[src/rtl/com_cc_tx.sv]
// rtl/com_cc_tx.sv - oversampled serial line transmitter with sync pulse and start/stop framing
// Fixed OSR-clock bit slots after a one-clock sync pulse; words are accepted only at a slot's last phase.
module com_cc_tx #(
  parameter int OSR = 4,
  parameter int DW  = 8
) (
  input  logic          clk,
  input  logic          rst,
  input  logic          fire,
  input  logic [DW-1:0] tx_data,
  input  logic          tx_valid,
  output logic          tx_ready,
  output logic          tx_busy,
  output logic          pin_txd
);

  localparam int PW = (OSR > 1) ? $clog2(OSR) : 1;
  localparam int BW = $clog2(DW + 2);
  localparam logic [PW-1:0] PH_LAST  = PW'(OSR - 1);
  localparam logic [PW-1:0] PH_PRE   = PW'(OSR - 2);
  localparam logic [BW-1:0] BIT_LAST = BW'(DW - 1);

  typedef enum logic [1:0] {IDLE, SYNC, SLOT} state_t;
  typedef enum logic [1:0] {GAP, START, DATA, STOP} slot_t;

  state_t        state;
  slot_t         slot;
  logic [PW-1:0] phase;
  logic [BW-1:0] bit_cnt;
  logic [DW-1:0] shreg;
  logic          open_slot;
  logic          accept;

  assign open_slot = (slot == GAP) || (slot == STOP);
  // tx_ready is only ever high in the last phase of an open slot, so this is the slot-end accept
  assign accept    = tx_valid & tx_ready;

  always_ff @(posedge clk) begin
    if (rst || !fire) begin
      state    <= IDLE;
      slot     <= GAP;
      phase    <= '0;
      bit_cnt  <= '0;
      shreg    <= '0;
      pin_txd  <= 1'b0;
      tx_ready <= 1'b0;
      tx_busy  <= 1'b0;
    end else begin
      case (state)
        IDLE: begin
          state   <= SYNC;
          pin_txd <= 1'b1;
        end
        SYNC: begin
          state   <= SLOT;
          slot    <= GAP;
          phase   <= '0;
          pin_txd <= 1'b0;
        end
        SLOT: begin
          // registered, so raise it one phase early to land on the slot's last phase
          tx_ready <= open_slot && (phase == PH_PRE);
          if (phase != PH_LAST) begin
            phase <= phase + 1'b1;
          end else begin
            phase <= '0;
            case (slot)
              GAP, STOP: begin
                if (accept) begin
                  slot    <= START;
                  shreg   <= tx_data;
                  pin_txd <= 1'b1;
                  tx_busy <= 1'b1;
                end else begin
                  slot    <= GAP;
                  pin_txd <= 1'b0;
                  tx_busy <= 1'b0;
                end
              end
              START: begin
                slot    <= DATA;
                bit_cnt <= '0;
                pin_txd <= shreg[0];
                shreg   <= shreg >> 1;
              end
              DATA: begin
                if (bit_cnt == BIT_LAST) begin
                  slot    <= STOP;
                  pin_txd <= 1'b0;
                end else begin
                  bit_cnt <= bit_cnt + 1'b1;
                  pin_txd <= shreg[0];
                  shreg   <= shreg >> 1;
                end
              end
              default: slot <= GAP;
            endcase
          end
        end
        default: state <= IDLE;
      endcase
    end
  end

endmodule

[config.mk]
export PLATFORM = sky130hd
export DESIGN_NAME = com_cc_tx
export DESIGN_NICKNAME = d
export VERILOG_FILES = /design/src/rtl/com_cc_tx.sv
export SDC_FILE = /design/constraint.sdc
export NUM_CORES = 1
export LEC_CHECK = 0
export CAP_MARGIN = 10
export CORE_MARGIN = 4
export CORE_UTILIZATION = 35
export DETAILED_ROUTE_END_ITERATION = 6
export SLEW_MARGIN = 10
export SYNTH_ARGS = -nofsm -noshare
export SYNTH_HDL_FRONTEND = slang
export SYNTH_SLANG_ARGS = --single-unit
[constraint.sdc]
create_clock -name clk -period 4.22 [get_ports clk]
set_clock_uncertainty 0.1 [all_clocks]
set_input_delay 0.422 -clock clk [delete_from_list [all_inputs] [get_ports clk]]
set_output_delay 0.422 -clock clk [all_outputs]
set_load 0.02 [all_outputs]
==> flow_metrics.tcl, run 1 <==
set metrics [dict create \
    status "completed" \
    yosysTopAreaCell "dfxtp_1" \
    cts_num_sinks 21 \
    p_leak_nw 0.475 \
    path_class "flip-flop to flip-flop" \
    timing_worst_slew_pin_value_ps 778 \
    portBuffers 14 \
    rrSetupSlack_ps 1950 \
    ys_seq_elements 21 \
    layout.cells.most_common "dfxtp_1" \
    via_count 935 \
    ioPinCount 15 \
    worst_setup_hold_path_clk_slew_ps 120 \
    finalInstanceArea_mm2 0.00134 \
    worstHoldEndpoint "tx_busy" \
    postLayoutSetupSlackWorst_ps 1950 \
    maxSlewViolCount 0 \
    fp.dieArea_mm2 0.00425 \
    num_rows 20 \
    final_routed_wire_length_divided_by_cell_count_um 12.5 \
    critical_r2r_capture "shreg[5]" \
    yosysUniqueCellTypes 36 \
    post_synthesis_sequential_area_ratio_pct 36.7 \
    n_fill_cell 319 \
    post-route-drc-count 0 \
    cts-buffers-inserted 3 \
    cp.arrival_ps 2380 \
    grt_max_degree 20 \
    avgSynthCellArea_um2 9.02 \
    layout-drive-gt1-share_pct 5.76 \
    drv.max_cap_violation_count 0 \
    placed_cell_area_mm2 0.00131 \
    die_height_um 65.2 \
    grt_use_total_pct 11.6 \
    sum_of_negative_setup_slack_ps 0 \
    final_hold_fails 0 \
    drt_pass1_iterations 4 \
    place_congestion 0.788 \
    layout_worst_path_cycle_share_pct 53.8 \
    power_density_mw_per_mm2 245 \
    nNetsFinal 162 \
    setup-violations-final 0 \
    totalPowerFinal_mw 0.327 \
    yosysTopAreaCellShare_pct 36.7 \
    yosys-top-cells-area "dfxtp_1, ha_1, mux2i_1, nor2_1, a21oi_1" \
    synth_area_mm2 0.00115 \
    worst_r2r_startpoint "state[0]" \
    clk_latency_ps 310 \
    cts_root_buffer "clkbuf_4" \
    launching_instance_or_port_of_the_critical_path "state[0]" \
    start_kind "flip-flop" \
    dr.first_iter.drc_count 20 \
    relative_max_transition_margin_pct 48.1 \
    post-cts-setup-buffers 0 \
    most-common-layout-cells "dfxtp_1, nor2_1, clkdlybuf4s50_1, ha_1" \
    worstSetupEndpointType "flip-flop" \
    cts_tree "yes" \
    floorplan.initialDensity_pct 36.9 \
    vdd_drop_max_v 0.000147 \
    combinationalPowerShare_pct 8.2 \
    first_global_vias 932 \
    cell_internal_pwr_mw 0.250 \
    synthesized_nets 149 \
    grt-ovfl-total 0 \
    htree_num_levels 1 \
    period_needed_ps 2270 \
    synthesis_warnings 0 \
    cts_buffer_depth 2 \
    synthCells 127 \
    rsz_0062_raised_after_global_routing "no" \
    clock_power_share_pct 30.3 \
    worst_hold_path_depth 2 \
    core_area_mm2 0.00310 \
    post_cts_resized 0 \
    achievable-frequency_mhz 440 \
    area.growth.synth_to_final_pct 16.6 \
    place_hpwl_um 1720 \
    timing.critical_path.fanout_max 16 \
    share_seq_of_total_power_pct 61.5 \
    dpl_ws_ps 1960 \
    power.switching_fraction_pct 23.6 \
    die_w_um 65.2 \
    grt_antenna_before_repair 0 \
    timing.hold.worst.start "tx_busy" \
    rr_worst_depth 6 \
    postCtsHoldBufs 0 \
    final_antenna_net_count 0 \
    grt_first_pass_wirelength_um 3970 \
    routed_wirelength_um 2280 \
    via_per_inst 5.11 \
    hold_class "flip-flop to flip-flop" \
    required_ps 4330 \
    switching_power_mw 0.0773 \
    diodes 0 \
]
[sequential cells by signal (all words and copies together) (netlist names)]
name	count
bit_cnt	4
tx_busy	1
slot	2
phase	2
shreg	8
tx_ready	1
pin_txd	1
state	2
[routing by layer]
| metal | GRT usage, % | share of wire, % | vias up |
|---|---|---|---|
| li1 | - | - | 478 |
| met1 | 14.0 | 48 | 424 |
| met2 | 20.6 | 46 | 29 |
| met3 | 2.05 | 4.8 | 4 |
| met4 | 3.89 | 1.1 | 0 |
| met5 | 0 | 0 | - |
[power by group through the flow]
stage                     clock [mW]  sequential [mW]  combinational, mW
after floorplan                    0            0.206             0.0118
after global placement             0            0.206             0.0265
after detailed placement           0            0.206             0.0270
after CTS                      0.106            0.201             0.0270
after global routing           0.115            0.202             0.0299
final                         0.0991            0.201             0.0268
[cells by family (layout without fill, tap and decap cells)]
logic type / after synthesis / count (layout) / share of synthesized area, %
AND/OR/NAND/NOR: 46 / 46 / 21.4
AO/OA/AOI/OAI: 28 / 28 / 18.0
flip-flops: 21 / 21 / 36.7
buffers and inverters: 13 / 25 / 5.13
adder cells (fa/ha/maj): 10 / 10 / 10.9
multiplexers: 9 / 9 / 7.86
[area by class of cell]
class,instances,area (um2),share of cell area (%)
clock buffers,3,22.5,1.69
clock inverters,1,5.00,0.375
inverters,7,26.3,1.97
multi-input cells,93,667,49.9
flip-flops and latches,21,420,31.5
well taps,44,55.1,4.12
repair buffers,14,140,10.5
[worst max-delay path, cell delays in order, from the launching register on]
cell and delay [ps]:
dfxtp_1 380, inv_1 100, ha_1 390, nand2_1 290
a211oi_4 590, nor2_1 80, a211oi_1 240
[synthesized netlist by cell type]
master,n
nor3_1,1
o2111ai_1,1
a32o_1,1
nor2b_1,3
a32oi_1,1
nand2_1,6
and2_0,1
inv_1,7
or2b_1,2
buf_6,1
o41ai_1,1
a211oi_2,1
and4_1,1
mux2i_1,9
a211o_1,1
a211oi_4,1
o221ai_1,2
nor2_1,15
dfxtp_1,21
nand4_1,2
a31oi_1,1
a21oi_1,9
nor2_2,1
nor4_1,1
nand3_1,4
a211oi_1,6
or3_1,2
and4b_4,1
nand2b_1,3
nand3b_1,1
nand4b_1,1
o21ai_0,3
ha_1,10
and2_1,1
buf_2,2
clkbuf_1,3
[worst max-delay path by stage]
stage / to / slack [ps] / depth (start not counted)
final: shreg[5] / 1950 / 6
after global routing: shreg[2] / 1640 / 6
after CTS: shreg[5] / 1940 / 6
after detailed placement: shreg[5] / 1960 / 6
after global placement: shreg[6] / 2060 / 5
after floorplan: shreg[3] / 2490 / 7
[stage by stage]
step / instances / util [%] / hold slack (ps)
after floorplan: 127 / - / 335
after global placement: 179 / 42.2 / 358
after detailed placement: 179 / 42.2 / 361
after CTS: 183 / 43.1 / 378
after global routing: 183 / 43.1 / 404
final: 183 / 43.1 / 375
Power figures use the tool's default switching activity.
==> run 2: changes to the inputs <==
==> constraint.sdc (replaced) <==
create_clock -name clk -period 2.3 [get_ports clk]
set_clock_uncertainty 0.1 [all_clocks]
set_input_delay 0.23 -clock clk [delete_from_list [all_inputs] [get_ports clk]]
set_output_delay 0.23 -clock clk [all_outputs]
set_load 0.02 [all_outputs]
==> flow_metrics.tcl, run 2 (synthesis gave the netlist of run 1 again) <==
set metrics [dict create \
    status "completed" \
    grt_antenna_before_repair 0 \
    worst_path_max_delay_cell "dfxtp_1" \
    portBuffers 14 \
    cts_root_buffer "clkbuf_4" \
    place_congestion 0.850 \
    first_global_vias 889 \
    core_area_mm2 0.00310 \
    maxSlewViolCount 0 \
    period_needed_ps 1860 \
    drt_pass1_iterations 4 \
    ioPinCount 15 \
    nNetsFinal 166 \
    hold_class "flip-flop to flip-flop" \
    sum_of_negative_setup_slack_ps 0 \
    switching_power_mw 0.146 \
    postCtsHoldBufs 0 \
    p_leak_nw 0.495 \
    crit_path_max_incr_delay_ps 380 \
    worst_setup_hold_path_clk_slew_ps 120 \
    timing.critical_path.fanout_max 16 \
    top_registers "shreg: 8 flops, bit_cnt: 4 flops" \
    cts_buffer_depth 2 \
    clk_latency_ps 310 \
    clock_power_share_pct 30.6 \
    cts_num_sinks 21 \
    power_density_mw_per_mm2 444 \
    final_routed_wire_length_divided_by_cell_count_um 12.5 \
    floorplan.initialDensity_pct 36.9 \
    cts_tree "yes" \
    final_util_pct 44.0 \
    layout-drive-gt1-share_pct 8.39 \
    cpLargestDelayFamily "compound AO/OA/AOI/OAI gates" \
    setup-violations-final 0 \
    timing_worst_slew_pin_value_ps 512 \
    largest_register_ff_count 8 \
    cp.arrival_ps 1980 \
    grt_first_pass_wirelength_um 4030 \
    layout.cells.most_common "dfxtp_1" \
    grt-ovfl-total 0 \
    diodes 0 \
    final_antenna_net_count 0 \
    top_register "shreg" \
    post-cts-setup-buffers 0 \
    achievable-frequency_mhz 538 \
    grt_use_total_pct 11.8 \
    cell_internal_pwr_mw 0.460 \
    start_kind "flip-flop" \
    num_rows 20 \
    area.growth.synth_to_final_pct 19.2 \
    worstSetupEndpointType "flip-flop" \
    cts-buffers-inserted 3 \
    path_class "flip-flop to flip-flop" \
    drv.max_cap_violation_count 0 \
    place_hpwl_um 1780 \
    combinationalPowerShare_pct 8.5 \
    via_per_inst 5.12 \
    vdd_drop_max_v 0.000329 \
    grt_max_degree 17 \
    post_cts_resized 0 \
    fp.dieArea_mm2 0.00425 \
    share_seq_of_total_power_pct 60.9 \
    die_w_um 65.2 \
    required_ps 2430 \
    n_fill_cell 321 \
    holdWs_ps 373 \
    routed_wirelength_um 2340 \
    critical_path.cell_chain "inv_1 > ha_1 > and4b_4 > a211oi_4 > buf_4 > nor2_1 > a211oi_1" \
    die_height_um 65.2 \
    final_hold_fails 0 \
    post-route-drc-count 0 \
    relative_max_transition_margin_pct 65.8 \
    via_count 958 \
    dr.first_iter.drc_count 28 \
    power.switching_fraction_pct 24.1 \
    layout_worst_path_cycle_share_pct 80.8 \
    most-common-layout-cells "dfxtp_1, nor2_1, clkdlybuf4s50_1, ha_1" \
    htree_num_levels 1 \
    rsz_0062_raised_after_global_routing "no" \
    timing.critical_path.buf_inv 2 \
]
==> run 2: area by class of cell <==
cell class / count / area (um2) / share of cell area (%)
Sequential cell: 21 / 420 / 30.8
Clock buffer: 3 / 22.5 / 1.65
Multi-Input combinational cell: 93 / 667 / 48.8
Tap cell: 44 / 55.1 / 4.03
Clock inverter: 1 / 5.00 / 0.366
Timing Repair Buffer: 18 / 170 / 12.5
Inverter: 7 / 26.3 / 1.92
==> run 2: per-stage QoR <==
stage                     power [mW]  cells  area, um2  setup WS, ps
after floorplan                0.400    127       1150           574
after global placement         0.428    183       1340           550
after detailed placement       0.429    183       1340           461
after CTS                      0.614    187       1370           435
after global routing           0.632    187       1370           251
final                          0.606    187       1370           442
==> run 2: power groups by stage <==
| stage | logic, mW | registers [mW] | clock network (mW) |
|---|---|---|---|
| finish | 0.0516 | 0.369 | 0.185 |
| global route | 0.0563 | 0.370 | 0.206 |
| CTS | 0.0521 | 0.369 | 0.192 |
| detailed placement | 0.0519 | 0.377 | 0 |
| global placement | 0.0508 | 0.377 | 0 |
| floorplan | 0.0217 | 0.378 | 0 |
==> run 2: worst reg2reg max path, stage by stage, from the launching register on <==
cell and delay (ps):
dfxtp_1 380, inv_1 70, ha_1 290, and4b_4 250, a211oi_4 190, buf_4 240, nor2_1 60, a211oi_1 210
==> run 2: routing by layer <==
layer	global-route usage (%)	vias to the layer above	routed length, um
met4	4.66	0	13
met1	14.7	453	1150
li1	-	486	-
met3	1.88	2	75
met5	0	-	0
met2	20.4	17	1090
==> run 2: final timing paths <==
kind | startpoint | endpoint | slack [ps] | cells after the start
worst max-delay path | slot[0] | shreg[5] | 440 | 7
worst min-delay path | shreg[7] | shreg[7] | 370 | 2
worst max register to register | slot[0] | shreg[5] | 440 | 7
worst min register to register | shreg[7] | shreg[7] | 370 | 2
==> run 3: changes to the inputs <==
==> constraint.sdc (replaced) <==
create_clock -name clk -period 1.6 [get_ports clk]
set_clock_uncertainty 0.1 [all_clocks]
set_input_delay 0.16 -clock clk [delete_from_list [all_inputs] [get_ports clk]]
set_output_delay 0.16 -clock clk [all_outputs]
set_load 0.02 [all_outputs]
==> flow_metrics.tcl, run 3 (synthesis gave the netlist of run 1 again) <==
set metrics [dict create \
    fp.dieArea_mm2 0.00425 \
    numPlacedInstances 194 \
    path_class "flip-flop to flip-flop" \
    floorplan.initialDensity_pct 36.9 \
    top_register "shreg" \
    start_kind "flip-flop" \
    timing_worst_slew_pin_value_ps 443 \
    worst_setup_hold_path_clk_slew_ps 130 \
    grt_antenna_before_repair 0 \
    place_congestion 0.786 \
    final_routed_wire_length_divided_by_cell_count_um 12.8 \
    dr.first_iter.drc_count 27 \
    grt_use_total_pct 13.4 \
    finalInstanceArea_mm2 0.00154 \
    layout_worst_path_cycle_share_pct 100 \
    timing.critical_path.fanout_max 8 \
    setup-violations-final 3 \
    finalNonFillerCells 201 \
    postLayoutSetupSlackWorst_ps -1.19 \
    place_hpwl_um 1940 \
    grt_max_degree 17 \
    via_count 1021 \
    die_w_um 65.2 \
    vdd_drop_max_v 0.000388 \
    n_fill_cell 325 \
    layout-drive-gt1-share_pct 23.6 \
    grt-ovfl-total 0 \
    via_per_inst 5.08 \
    grt_first_pass_wirelength_um 4570 \
    layout.cells.most_common "dfxtp_1" \
    cp.arrival_ps 1720 \
    drv.max_cap_violation_count 0 \
    failed_checks "setup timing" \
    achievable-frequency_mhz 625 \
    placed_cell_area_mm2 0.00145 \
    ioPinCount 15 \
    diodes 0 \
    p_leak_nw 0.589 \
    cts_num_sinks 21 \
    maxSlewViolCount 0 \
    relative_max_transition_margin_pct 70.4 \
    final_hold_fails 0 \
    hold_class "primary input to flip-flop" \
    power_density_mw_per_mm2 570 \
    post-route-drc-count 0 \
    num_rows 20 \
    top_registers "shreg: 8 flops, bit_cnt: 4 flops" \
    required_ps 1720 \
    core_area_mm2 0.00310 \
    clk_latency_ps 310 \
    drt_pass1_iterations 4 \
    worstSetupEndpointType "flip-flop" \
    final_util_pct 49.5 \
    die_height_um 65.2 \
    rsz_0062_raised_after_global_routing "yes" \
    final_antenna_net_count 0 \
    period_needed_ps 1600 \
    status "complete, but fails checks" \
    portBuffers 14 \
    htree_num_levels 1 \
    cts_tree "yes" \
    largest_register_ff_count 8 \
    most-common-layout-cells "dfxtp_1, buf_4, nor2_1, clkdlybuf4s50_1" \
    cts-buffers-inserted 3 \
    cts_root_buffer "clkbuf_4" \
    routed_wirelength_um 2570 \
    cts_buffer_depth 2 \
    first_global_vias 1056 \
    nNetsFinal 180 \
    area.growth.synth_to_final_pct 34.1 \
]
==> run 3: cell count changes in the layout (fill, tap and decap cells not counted), sizes merged <==
cell           before  now
buf                 4   17
clkbuf              3    4
clkdlybuf4s50      14   13
dlygate4sd2         0    1
==> run 3: area by class of cell <==
| class | instances | area [um2] | share of cell area (%) |
|---|---|---|---|
| clock inverter | 1 | 5.00 | 0.326 |
| timing repair buffer | 32 | 304 | 19.8 |
| tap | 44 | 55.1 | 3.58 |
| clock buffer | 3 | 22.5 | 1.47 |
| inverter | 7 | 26.3 | 1.71 |
| sequential | 21 | 424 | 27.6 |
| multi-input combinational | 93 | 699 | 45.5 |
==> run 3: report_power, final <==
group	leakage (nW)	switching [mW]	internal [mW]	total, mW
clock network	0.0177	0.170	0.0932	0.263
logic	0.400	0.0372	0.0471	0.0844
registers	0.171	0.00236	0.527	0.529
total	0.589	0.209	0.667	0.876
==> run 3: critical path, cell delays in order, from the launching register on <==
cell       delay [ps]
dfxtp_1           340
ha_1              220
and4b_4           210
a211oi_4          260
buf_4             170
clkbuf_16         140
o21ai_1            60
==> run 3: what timing repair did <==
action | 4_1_cts | 5_1_grt
gates resized for setup | 2 | 8
pin swaps | 0 | 10
hold buffers | 0 | 0
setup buffers | 0 | 2
setup endpoints to repair | 3 | 14
gates cloned | 0 | 1
==> run 3: path summary, 6_finish.rpt <==
check | start | end | slack [ps] | cells past startpoint
worst min-delay path | tx_data[7] | shreg[7] | 330 | 3
worst max-delay path | bit_cnt[0] | shreg[7] | -1 | 6
worst max register to register | bit_cnt[0] | shreg[7] | -1 | 6
worst min register to register | shreg[7] | shreg[7] | 360 | 2
==> run 3: metal layers <==
metal	track usage [%]	vias to the layer above	wire length, um	share of wire, %
li1	-	521	-	-
met1	16.4	476	1210	47
met2	23.5	22	1230	48
met3	2.22	2	113	4.4
met4	4.66	0	17	0.66
met5	0	-	0	0
==> run 3: through the flow <==
stage | hold WS, ps | setup WS [ps] | TNS [ps] | total power [mW]
global placement | 344 | 9.50 | 0 | 0.621
detailed placement | 352 | -30.7 | -101 | 0.624
global route | 362 | -58.9 | -416 | 0.921
floorplan | 214 | 26.1 | 0 | 0.575
finish | 333 | -1.19 | -2.14 | 0.876
CTS | 353 | 4.12 | 0 | 0.887
